### src/rtl/rf_wb_arbiter.sv
// Register-file write-port arbiter (MEM priority, ALU aging boost); optional RF_WB_ARB_STATS_EN conflict counter.
// Latency: grant to rf_we 1 cycle; backpressure: ready is combinational, one real write per cycle, x0 requests always accepted.
module rf_wb_arbiter #(
  parameter int REG_W      = 5,
  parameter int DATA_W     = 32,
  parameter int STARVE_MAX = 4
) (
  input  logic              clk,
  input  logic              rst_n,
  input  logic              mem_valid,
  output logic              mem_ready,
  input  logic [REG_W-1:0]  mem_rd,
  input  logic [DATA_W-1:0] mem_wd,
  input  logic              alu_valid,
  output logic              alu_ready,
  input  logic [REG_W-1:0]  alu_rd,
  input  logic [DATA_W-1:0] alu_wd,
  output logic              rf_we,
  output logic [REG_W-1:0]  rf_a3,
  output logic [DATA_W-1:0] rf_wd,
  output logic [15:0]       conflict_cnt
);

  typedef enum logic {MEM_PRI = 1'b0, ALU_BOOST = 1'b1} state_t;

  localparam logic [3:0] STARVE_LAST = 4'(STARVE_MAX - 1);

  state_t     state, state_nxt;
  logic [3:0] cnt, cnt_nxt;
  logic       mem_real, alu_real;
  logic       mem_gnt, alu_gnt;

  // x0 requests never touch the port, so only real requests compete
  assign mem_real = mem_valid && (mem_rd != '0);
  assign alu_real = alu_valid && (alu_rd != '0);

  always_ff @(posedge clk or negedge rst_n) begin
    if (!rst_n) begin
      state <= MEM_PRI;
      cnt   <= '0;
    end else begin
      state <= state_nxt;
      cnt   <= cnt_nxt;
    end
  end

  always_comb begin
    state_nxt = state;
    cnt_nxt   = cnt;
    case (state)
      MEM_PRI: begin
        if (alu_real && !alu_gnt) begin
          cnt_nxt = cnt + 4'd1;
          if (cnt == STARVE_LAST) state_nxt = ALU_BOOST;
        end else begin
          cnt_nxt = '0;
        end
      end
      ALU_BOOST: begin
        // boost lasts one cycle: either the ALU is served or it has gone away
        state_nxt = MEM_PRI;
        cnt_nxt   = '0;
      end
      default: begin
        state_nxt = MEM_PRI;
        cnt_nxt   = '0;
      end
    endcase
  end

  always_comb begin
    mem_gnt   = 1'b0;
    alu_gnt   = 1'b0;
    mem_ready = 1'b0;
    alu_ready = 1'b0;
    if (rst_n) begin
      case (state)
        MEM_PRI: begin
          mem_gnt = mem_real;
          alu_gnt = alu_real && !mem_real;
        end
        ALU_BOOST: begin
          // a vanished ALU request in boost forfeits the slot for everyone
          alu_gnt = alu_real;
          mem_gnt = mem_real && alu_valid && !alu_real;
        end
        default: begin
          mem_gnt = 1'b0;
          alu_gnt = 1'b0;
        end
      endcase
      mem_ready = (mem_valid && (mem_rd == '0)) || mem_gnt;
      alu_ready = (alu_valid && (alu_rd == '0)) || alu_gnt;
    end
  end

  always_ff @(posedge clk or negedge rst_n) begin
    if (!rst_n) begin
      rf_we <= 1'b0;
      rf_a3 <= '0;
      rf_wd <= '0;
    end else begin
      rf_we <= mem_gnt || alu_gnt;
      if (mem_gnt) begin
        rf_a3 <= mem_rd;
        rf_wd <= mem_wd;
      end else if (alu_gnt) begin
        rf_a3 <= alu_rd;
        rf_wd <= alu_wd;
      end
    end
  end

`ifdef RF_WB_ARB_STATS_EN
  logic [15:0] conflict_q;

  always_ff @(posedge clk or negedge rst_n) begin
    if (!rst_n) begin
      conflict_q <= '0;
    end else if (mem_real && alu_real && (conflict_q != 16'hFFFF)) begin
      conflict_q <= conflict_q + 16'd1;
    end
  end

  assign conflict_cnt = conflict_q;
`else
  assign conflict_cnt = 16'h0000;
`endif

endmodule

### config.mk
export PLATFORM = sky130hd
export DESIGN_NAME = rf_wb_arbiter
export DESIGN_NICKNAME = d
export VERILOG_FILES = /design/src/rtl/rf_wb_arbiter.sv
export SDC_FILE = /design/constraint.sdc
export NUM_CORES = 1
export LEC_CHECK = 0
export ABC_AREA = 0
export CORE_ASPECT_RATIO = 0.5
export CORE_UTILIZATION = 35
export DETAILED_ROUTE_END_ITERATION = 8
export PLACE_DENSITY = 0.83
export RECOVER_POWER = 25
export SETUP_SLACK_MARGIN = 0.2
export SLEW_MARGIN = 15
export SYNTH_ARGS = -nofsm -noshare
export SYNTH_HDL_FRONTEND = slang
export SYNTH_SLANG_ARGS = --single-unit
### constraint.sdc
create_clock -name clk -period 3 [get_ports clk]
set_input_delay 0.6 -clock clk [delete_from_list [all_inputs] [get_ports clk]]
set_output_delay 0.6 -clock clk [all_outputs]
set_load 0.005 [all_outputs]
==> After elaboration in Yosys (flattened, before gate mapping) <==
Cells that the tools add are included.
{ "totals": {"reg_bits": 43, "input_bits": 78, "output_inout_bits": 56, "word_cells": 44} }
{ "op_classes": {"n_addsub": 1, "n_eq_ne": 1, "mux": 17, "bitwise_logic": 1, "reduce_logical": 19} }
{ "ops": {"columns": ["operator", "n"], "rows": [
  ["two-way mux 32 bit", 2],
  ["zero test 5 bit", 2],
  ["two-way mux 5 bit", 2],
  ["nonzero test 5 bit", 2],
  ["logical AND 1 bit", 8],
  ["two-way mux 1 bit", 8],
  ["case mux 4 bit (2 select lines)", 1],
  ["case mux 1 bit (2 select lines)", 3],
  ["adder 4 x 1 -> 4 bit (second input constant)", 1],
  ["equality test 4 x 2 -> 1 bit (second input constant)", 1],
  ["two-way mux 4 bit", 1],
  ["zero test 1 bit", 3],
  ["logical OR 1 bit", 3],
  ["nonzero test 2 bit", 1],
  ["inverter 1 bit", 1]
]} }

==> Logic depth before layout (Yosys ltp) <==
Gate-level depths: netlist of the first run.
{ "depth": {"depth_word": 11, "ltp_mapped": 6, "ltp_nobuf": 4} }

==> Least setup slack after synthesis of the first run <==
Ideal clock, no wire load.
{ "synth_timing": {"path_kind": "input to output", "from": "input port alu_rd[1]", "to": "output port mem_ready", "arrival_ns": 1.444, "required_time_ns": 2.400, "path_slack_ns": 0.956, "stages": 4, "path_buffers": 1, "path_cell_list": "nor4b_2 > a21boi_1 > clkbuf_1 > a21oi_1"} }
{ "synth_between": {"elab_chain_len": 8} }
{ "synth_lines": {"columns": ["item", "line", "rtl"], "rows": [
  ["from (decl)", "16", "input logic [REG_W-1:0] alu_rd,"],
  ["nonzero test 5 bit", "35", "assign alu_real = alu_valid && (alu_rd != '0);"],
  ["logical AND 1 bit", "35", null],
  ["zero test 1 bit", "85", "mem_gnt = mem_real && alu_valid && !alu_real;"],
  ["logical AND 1 bit", "85", null],
  ["case mux 1 bit (2 select lines)", "77", "case (state)"],
  ["two-way mux 1 bit", "76", "if (rst_n) begin"],
  ["logical OR 1 bit", "92", "mem_ready = (mem_valid && (mem_rd == '0)) || mem_gnt;"],
  ["two-way mux 1 bit", "76", null],
  ["to (decl)", "11", "output logic mem_ready,"]
]} }
No other way between the ends. The select of a mux whose other input is x is not followed.

==> Worst setup path in the final report of the first run <==
{ "layout_timing": {"from": "input port alu_rd[1]", "to": "output port alu_ready"} }
{ "layout_between": {"elab_chain_len": 7, "elab_cells_between_ends": 9, "classes_between": "mux: 3; reduce/logical: 6"} }
{ "layout_lines": {"columns": ["item", "line", "rtl"], "rows": [
  ["nonzero test 5 bit", "35", null],
  ["logical AND 1 bit", "35", null],
  ["logical AND 1 bit", "80", "alu_gnt = alu_real && !mem_real;"],
  ["case mux 1 bit (2 select lines)", "77", null],
  ["two-way mux 1 bit", "76", null],
  ["logical OR 1 bit (*)", "93", "alu_ready = (alu_valid && (alu_rd == '0)) || alu_gnt;"],
  ["two-way mux 1 bit (*)", "76", null],
  ["to (decl)", "15", "output logic alu_ready,"]
]} }
Mark *: on every way between the ends. The rest lies on a longest branch, timed or not. The select of a mux whose other input is x is not followed.

==> results by group, run 1 <==
Clocking
  • CTS tree: yes
  • CTS H-tree lvls: 2
  • Clock root cell: clkbuf_16
  • CTS max path bufs: 2
  • Post-CTS Setup Repair Bufs: 0
  • Cts hold-fix bufs: 0
  • Sink Count: 43
  • Post-CTS sizing: 8
  • Clock latency on the worst-skew pair: 280 ps
  • Total CTS buffers: 5
  • Clock Pin Slew Worst Setup and Hold Paths: 60 ps

Route
  • Vias after detailed routing: 2671
  • DR iter-0 viols: 223
  • Drt pass-1 iters: 6
  • Via density: 5.473
  • Post-detailed-route count of antenna-violating nets: 0
  • WL final: 8456 um
  • Number of remaining DRC errors: 7
  • WL/cell: 17.33 um

Power
  • Lkg Pwr: 1.536 nW
  • Total power: 1.930 mW
  • Worst vdd ir: 0.2497 mV
  • Pwr dens: 467.8 nW/um^2

Placed design
  • HPWL after DPL: 5637 um
  • Dpl cells: 480
  • GP Congestion: 0.8463
  • # port buffers: 117

Critical path
  • CP arrival: 2020 ps
  • Slowest cell on the critical path: clkdlybuf4s50_1
  • Cell-by-cell listing of the critical path: clkdlybuf4s50_1 > inv_1 > and3_1 > o311a_1 > dlygate4sd2_1
  • WP data required: 2400 ps
  • CP max FO: 3
  • CP Launch Point: alu_rd[1]
  • Worst r2r path cells: 5
  • Element type at the critical path start: input port
  • CP peak stage delay: 550 ps
  • CP Capture Type: output port
  • Worst r2r src: state$_DFF_PN0_
  • Kind of critical path: in -> out

STA
  • Min Tclk post-route: 2621 ps
  • Slew headroom: -6.689%
  • Max-slew violation count: 29
  • Skew final: 5.167 ps
  • RSZ-0062 raised after global routing: no
  • Slew of the pin with the lowest slew margin: 1600 ps
  • Final setup fails: 0
  • Period Utilization, post-route: 87.37%
  • Worst hold slack: 476.1 ps
  • Post-route setup TNS: 0 ps
  • Fin. Hold Viols: 0
  • FMAX: 0.3815 GHz

Yosys
  • Synth top area share: 40.53%
  • Synth warnings: 0
  • Post-Synth XOR/XNOR Area: 0.6598%
  • #FFs+latches synth: 43
  • Mapped cell area: 2655 sq um
  • Async set or reset register ratio after synthesis: 100.0%
  • Simple-Gate Fraction of Synth Area: 21.07%
  • Commonest cells post-synth: dfrtp_1, nand3_1, nor4_1, o21ai_0, a31oi_2
  • Count leader, synth: dfrtp_1
  • Fraction of synthesized area in multiplexers: 0.4241%
  • Post-synth top area cell: dfrtp_1
  • Largest family of logic cells by synthesized area: compound AO/OA/AOI/OAI gates
  • Ys flop type: dfrtp_1
  • Compound-Gate Fraction of Synth Area: 27.10%
  • Gate Count Post-Synth: 273
  • Ranking of synthesized cells by area: dfrtp_1, a31oi_2, nor4_1, nand3_1, o21ai_0
  • Syn Area/Cell: 9.725 sq um
  • Register area share after synthesis: 40.53%
  • Post-synth cell types: 40
  • EDFF count, synth: 0
  • Post-Synth Adder-Cell Area: 0.4713%

Die
  • Total core area: 7322 sq um
  • Top-Level Pins: 134
  • Die Area: 7959 sq um
  • Die Height: 63.59 um
  • Die X: 125.2 um
  • # rows: 22
  • Initial Util: 36.26%

Cells and area
  • Area added between synthesis and finish: 55.37%
  • Layout cell share with drive strength beyond 1: 17.35%
  • Diode count: 0
  • Final Core Density: 56.34%
  • Nets: 470
  • Non-filler cells in the finished layout: 488
  • Fill count: 620

Global routing
  • Initial antenna violation count: 0
  • Tot GR Track Use: 21.33%
  • Gr ovfl total: 0
  • Vias in the first global route: 2635
  • Largest net degree at the start of global routing: 37
  • Global-route wire length before repair: 13580 um

Min path
  • WHS Path Cells: 1
  • HP Class: reg -> reg
  • Hold_sp: cnt[3]$_DFF_PN0_

Status
  • Status: complete, but fails checks
  • Failing checks: DRC, capacitance limit, slew limit

Run
  • Total of max-cap violations: 1
[final cells by class]
type                       instances  area (sq um)  share of cell area [%]
multi-input combinational        201          1446                   35.06
timing repair buffer             137          1303                   31.57
sequential                        43          1076                   26.08
clock buffer                       5         125.1                   3.033
tap                               96         120.1                   2.912
clock inverter                     3         43.79                   1.062
inverter                           3         11.26                  0.2730
[per-layer routing]
metal | global-route usage [%] | routed length [um] | up-vias
met1 | 27.44 | 3640 | 1287
met2 | 34.78 | 4098 | 104
met4 | 9.756 | 267 | 0
li1 | - | - | 1256
met3 | 4.418 | 449 | 24
met5 | 0 | 0 | -
[through the flow]
step | worst slack, ps | cell area (sq um)
final | 378.9 | 4125
after global routing | 309.9 | 4125
after CTS | 377.5 | 4134
after detailed placement | 90.31 | 3945
after global placement | 126.9 | 3945
after floorplan | 955.8 | 2711
[power by group]
part           switching (mW)  total (mW)  internal [mW]  leakage (nW)
combinational           0.243       0.593          0.350         0.950
clock                   0.233       0.626          0.393        0.0838
sequential             0.0453       0.711          0.665         0.503
total                   0.521        1.93           1.41          1.54
[state kept, by name (all words and copies together), names as in the netlist]
signal / flops
rf_wd: 32
rf_a3: 5
cnt: 4
rf_we: 1
state: 1
[final timing paths]
check	to	slack, ps
worst max-delay path	alu_ready	380
worst min-delay path	state$_DFF_PN0_	480
worst max register to register	rf_wd[16]$_DFFE_PN0P_	1190
worst min register to register	state$_DFF_PN0_	480
max in group asynchronous	rf_wd[16]$_DFFE_PN0P_	990
min in group asynchronous	rf_wd[2]$_DFFE_PN0P_	740
[kinds of logic (layout without fill, tap and decap cells)]
family	after synthesis	count (layout)
muxes	1	1
adders and majority gates	1	1
AOI/OAI and AO/OA	87	87
buffers and inverters	44	148
xor gates and xnor gates	2	2
DFF	43	43
other	1	16
and+or+nand+nor	94	94
[cell usage in the layout (no fill, tap or decap), drive strengths merged, types with 6 or more instances in the layout]
cell type | synthesis | final
buf | 20 | 18
nand3 | 34 | 34
nor4b | 6 | 6
nor4 | 32 | 32
dfrtp | 43 | 43
o21ai | 35 | 35
a31oi | 34 | 34
nor2 | 8 | 8
clkbuf | 21 | 8
clkdlybuf4s50 | 0 | 112
conb | 1 | 16
[worst max-delay path: cells and delay by family]
family          cells  cell delay [ps]
simple gates        1              170
compound gates      1              320
buf+inv             3              930
No activity file was read; power rests on OpenSTA's default activity.
==> inputs of run 2 (changes only) <==
--- a/config.mk
+++ b/config.mk
@@ -12,7 +12,7 @@
 export PLACE_DENSITY = 0.83
 export RECOVER_POWER = 25
 export SETUP_SLACK_MARGIN = 0.2
-export SLEW_MARGIN = 15
+export SLEW_MARGIN = 10
 export SYNTH_ARGS = -nofsm -noshare
 export SYNTH_HDL_FRONTEND = slang
 export SYNTH_SLANG_ARGS = --single-unit
==> constraint.sdc (replaced) <==
create_clock -name clk -period 2.6 [get_ports clk]
set_input_delay 0.52 -clock clk [delete_from_list [all_inputs] [get_ports clk]]
set_output_delay 0.52 -clock clk [all_outputs]
set_load 0.005 [all_outputs]
==> run 2 against run 1 <==
The run ends with DRC left. Clock-buffer cell count increased by 1. Sequential power increased by 16%. Design area increased by 2.9%. Global-route usage increased by 1.1 points. Register-to-register slack got worse by 350 ps. First-iteration DRC count increased by 5.8%. Clock skew increased by 1.2 ps. Die area unchanged. Non-clock buffer count increased by 13. Total power increased by 19%. Combinational power increased by 18%. Critical endpoint unchanged.
==> results by group, run 2 (same netlist as run 1, synthesis figures left out) <==
Critical path
  • Kind of critical path: in -> out
  • CP Capture Type: output port
  • Element type at the critical path start: input port
  • CP arrival: 1810 ps (-210 ps)
  • Slowest cell on the critical path: clkdlybuf4s50_1
  • Cell-by-cell listing of the critical path: clkdlybuf4s50_1 > or2_2 > o21ai_4 > o311a_1 > dlygate4sd2_1
  • CP max FO: 2 (-1)
  • CP peak stage delay: 410 ps (-140 ps)
  • Worst r2r path cells: 5 (unchanged)
  • Worst reg-to-reg setup slack: 840 ps (-350 ps)
  • WP data required: 2080 ps (-320 ps)
  • Reg-to-reg endpoint: rf_a3[0]$_DFFE_PN0P_
  • Worst r2r src: state$_DFF_PN0_

Clocking
  • Cts hold-fix bufs: 0 (unchanged)
  • CTS H-tree lvls: 2 (unchanged)
  • Clock root cell: clkbuf_16
  • CTS tree: yes
  • Clock latency on the worst-skew pair: 300 ps (+20 ps)
  • Total CTS buffers: 5 (unchanged)
  • Sink Count: 43 (unchanged)
  • Clock Pin Slew Worst Setup and Hold Paths: 60 ps (about the same)
  • CTS max path bufs: 2 (unchanged)

Die
  • Total core area: 7322 sq um (unchanged)
  • Initial Util: 36.26% (unchanged)
  • Die Area: 7959 sq um (unchanged)
  • Die Height: 63.59 um (unchanged)
  • # rows: 22 (unchanged)
  • Die X: 125.2 um (unchanged)
  • Top-Level Pins: 134 (unchanged)

STA
  • Max-slew violation count: 0 (-100%)
  • Slew headroom: 39.08% (+46 points)
  • FMAX: 0.4286 GHz
  • Slew of the pin with the lowest slew margin: 913.8 ps (-686.5 ps)
  • RSZ-0062 raised after global routing: no
  • Final setup fails: 0 (unchanged)
  • Period Utilization, post-route: 89.74%
  • Min Tclk post-route: 2333 ps
  • Skew final: 6.322 ps (+1.156 ps)
  • Fin. Hold Viols: 0 (unchanged)

Power
  • Net Switching: 620.8 uW (+19%)
  • Pwr dens: 539.0 nW/um^2 (+15%)
  • Clock share of power: 33.5% (+1.0 points)
  • Switching Fraction: 27.13% (+0.11 points)
  • Seq pwr share: 35.9% (-0.9 points)
  • Internal power: 1.667 mW (+18%)
  • Comb power frac: 30.6% (about the same)
  • Lkg Pwr: 1.633 nW (+6.3%)
  • Worst vdd ir: 0.3034 mV (+21%)

Cells and area
  • Register area: 1076 sq um (unchanged)
  • Finished Cell Area: 4245 sq um (+2.9%)
  • Final Core Density: 57.98% (+1.6 points)
  • Commonest cells after routing, fill and taps aside: clkdlybuf4s50_1, dfrtp_1, nand3_1, o21ai_0, nor4_1
  • Most flop-heavy register: rf_wd
  • Area added between synthesis and finish: 59.90%
  • Largest regs: rf_wd (32), rf_a3 (5), cnt (4)
  • Most common cell after layout, fill and taps aside: clkdlybuf4s50_1
  • Diode count: 0 (unchanged)
  • Nets: 483 (+2.8%)
  • Footprint of the multi-input gates: 1446 sq um (unchanged)
  • Max reg flops: 32 (unchanged)
  • Fill count: 602 (-2.9%)
  • Layout cell share with drive strength beyond 1: 20.49% (+3.1 points)

Run
  • Total of max-cap violations: 0 (-1)

Route
  • DR iter-0 viols: 236 (+5.8%)
  • Vias after detailed routing: 2715 (+1.6%)
  • Via density: 5.419 (-0.99%)
  • Drt pass-1 iters: 8 (+2)
  • WL final: 8632 um (+2.1%)
  • Number of remaining DRC errors: 1 (-6)
  • Post-detailed-route count of antenna-violating nets: 0 (unchanged)
  • WL/cell: 17.23 um (-0.57%)

Min path
  • HP Class: in -> async

Status
  • Status: complete, but fails checks
  • Failing checks: DRC

Global routing
  • Largest net degree at the start of global routing: 37 (unchanged)
  • Global-route wire length before repair: 14060 um (+3.6%)
  • Initial antenna violation count: 0 (unchanged)
  • Vias in the first global route: 2703 (+2.6%)
  • Gr ovfl total: 0 (unchanged)
  • Tot GR Track Use: 22.42% (+1.1 points)

Placed design
  • # port buffers: 117 (unchanged)
  • GP Congestion: 0.8380 (-0.98%)
  • HPWL after DPL: 5831 um (+3.4%)
  • Placed Area: 4048 sq um (+2.6%)
==> run 2: cell types whose count changed in the layout (fill, tap and decap cells not counted), moves of 2 or more <==
cell	change
buf_4	+13
clkbuf_1	-2
clkdlybuf4s50_1	-6
dlygate4sd2_1	+5
==> run 2: how the worst max path moves through the flow <==
stage,cells after the start,from,slack [ps],to
finish,5,mem_rd[2],270,alu_ready
CTS,5,mem_rd[0],220,alu_ready
global route,4,rst_n,190,mem_ready
floorplan,4,alu_rd[1],720,mem_ready
detailed placement,5,alu_valid,-140,mem_ready
global placement,5,mem_rd[1],-110,alu_ready
==> run 2: through the flow <==
step / std cells / setup slack, ps / setup TNS, ps / total power, mW / hold WS (ps)
CTS: 501 / 218.2 / 0 / 2.295 / 105.8
finish: 501 / 266.8 / 0 / 2.288 / 252.0
global placement: 492 / -109.7 / -196.0 / 1.515 / 415.6
detailed placement: 492 / -139.1 / -270.9 / 1.530 / 416.6
global route: 501 / 190.5 / 0 / 2.386 / 290.0
floorplan: 288 / 715.8 / 0 / 1.125 / 224.4
==> run 2: repair_timing <==
| action | in CTS | in global routing |
|---|---|---|
| gates resized for setup | 12 | 2 |
| endpoints found under the setup margin | 2 | 1 |
| cloned | 0 | 0 |
| pin swaps | 3 | 2 |
| setup buffers | 1 | 0 |
==> run 2: routing by layer <==
| metal | GRT usage [%] | part of all wire, % | up-vias |
|---|---|---|---|
| li1 | - | - | 1281 |
| met1 | 28.10 | 41 | 1332 |
| met2 | 39.53 | 52 | 87 |
| met3 | 3.568 | 5.0 | 15 |
| met4 | 7.774 | 1.9 | 0 |
| met5 | 0 | 0 | - |
==> run 2: worst max-delay path: cells and delay by family <==
| family | cells | cell delay (ps) |
|---|---|---|
| buffers and inverters | 2 | 640 |
| AND/OR/NAND/NOR | 1 | 340 |
| AO/OA/AOI/OAI | 2 | 310 |
==> run 2: layout make-up <==
cell class                 count  area share [%]
timing repair buffer         150           33.30
sequential                    43           25.35
inverter                       3          0.2653
clock inverter                 2          0.9136
multi-input combinational    201           34.07
clock buffer                   6           3.271
tap                           96           2.829
==> run 2: power groups by stage <==
stage / clock network [mW] / registers (mW) / logic (mW)
2_1_floorplan: 0 / 0.838 / 0.287
3_3_place_gp: 0 / 0.826 / 0.689
3_5_place_dp: 0 / 0.833 / 0.696
4_1_cts: 0.771 / 0.822 / 0.702
5_1_grt: 0.802 / 0.834 / 0.749
6_report: 0.766 / 0.822 / 0.700
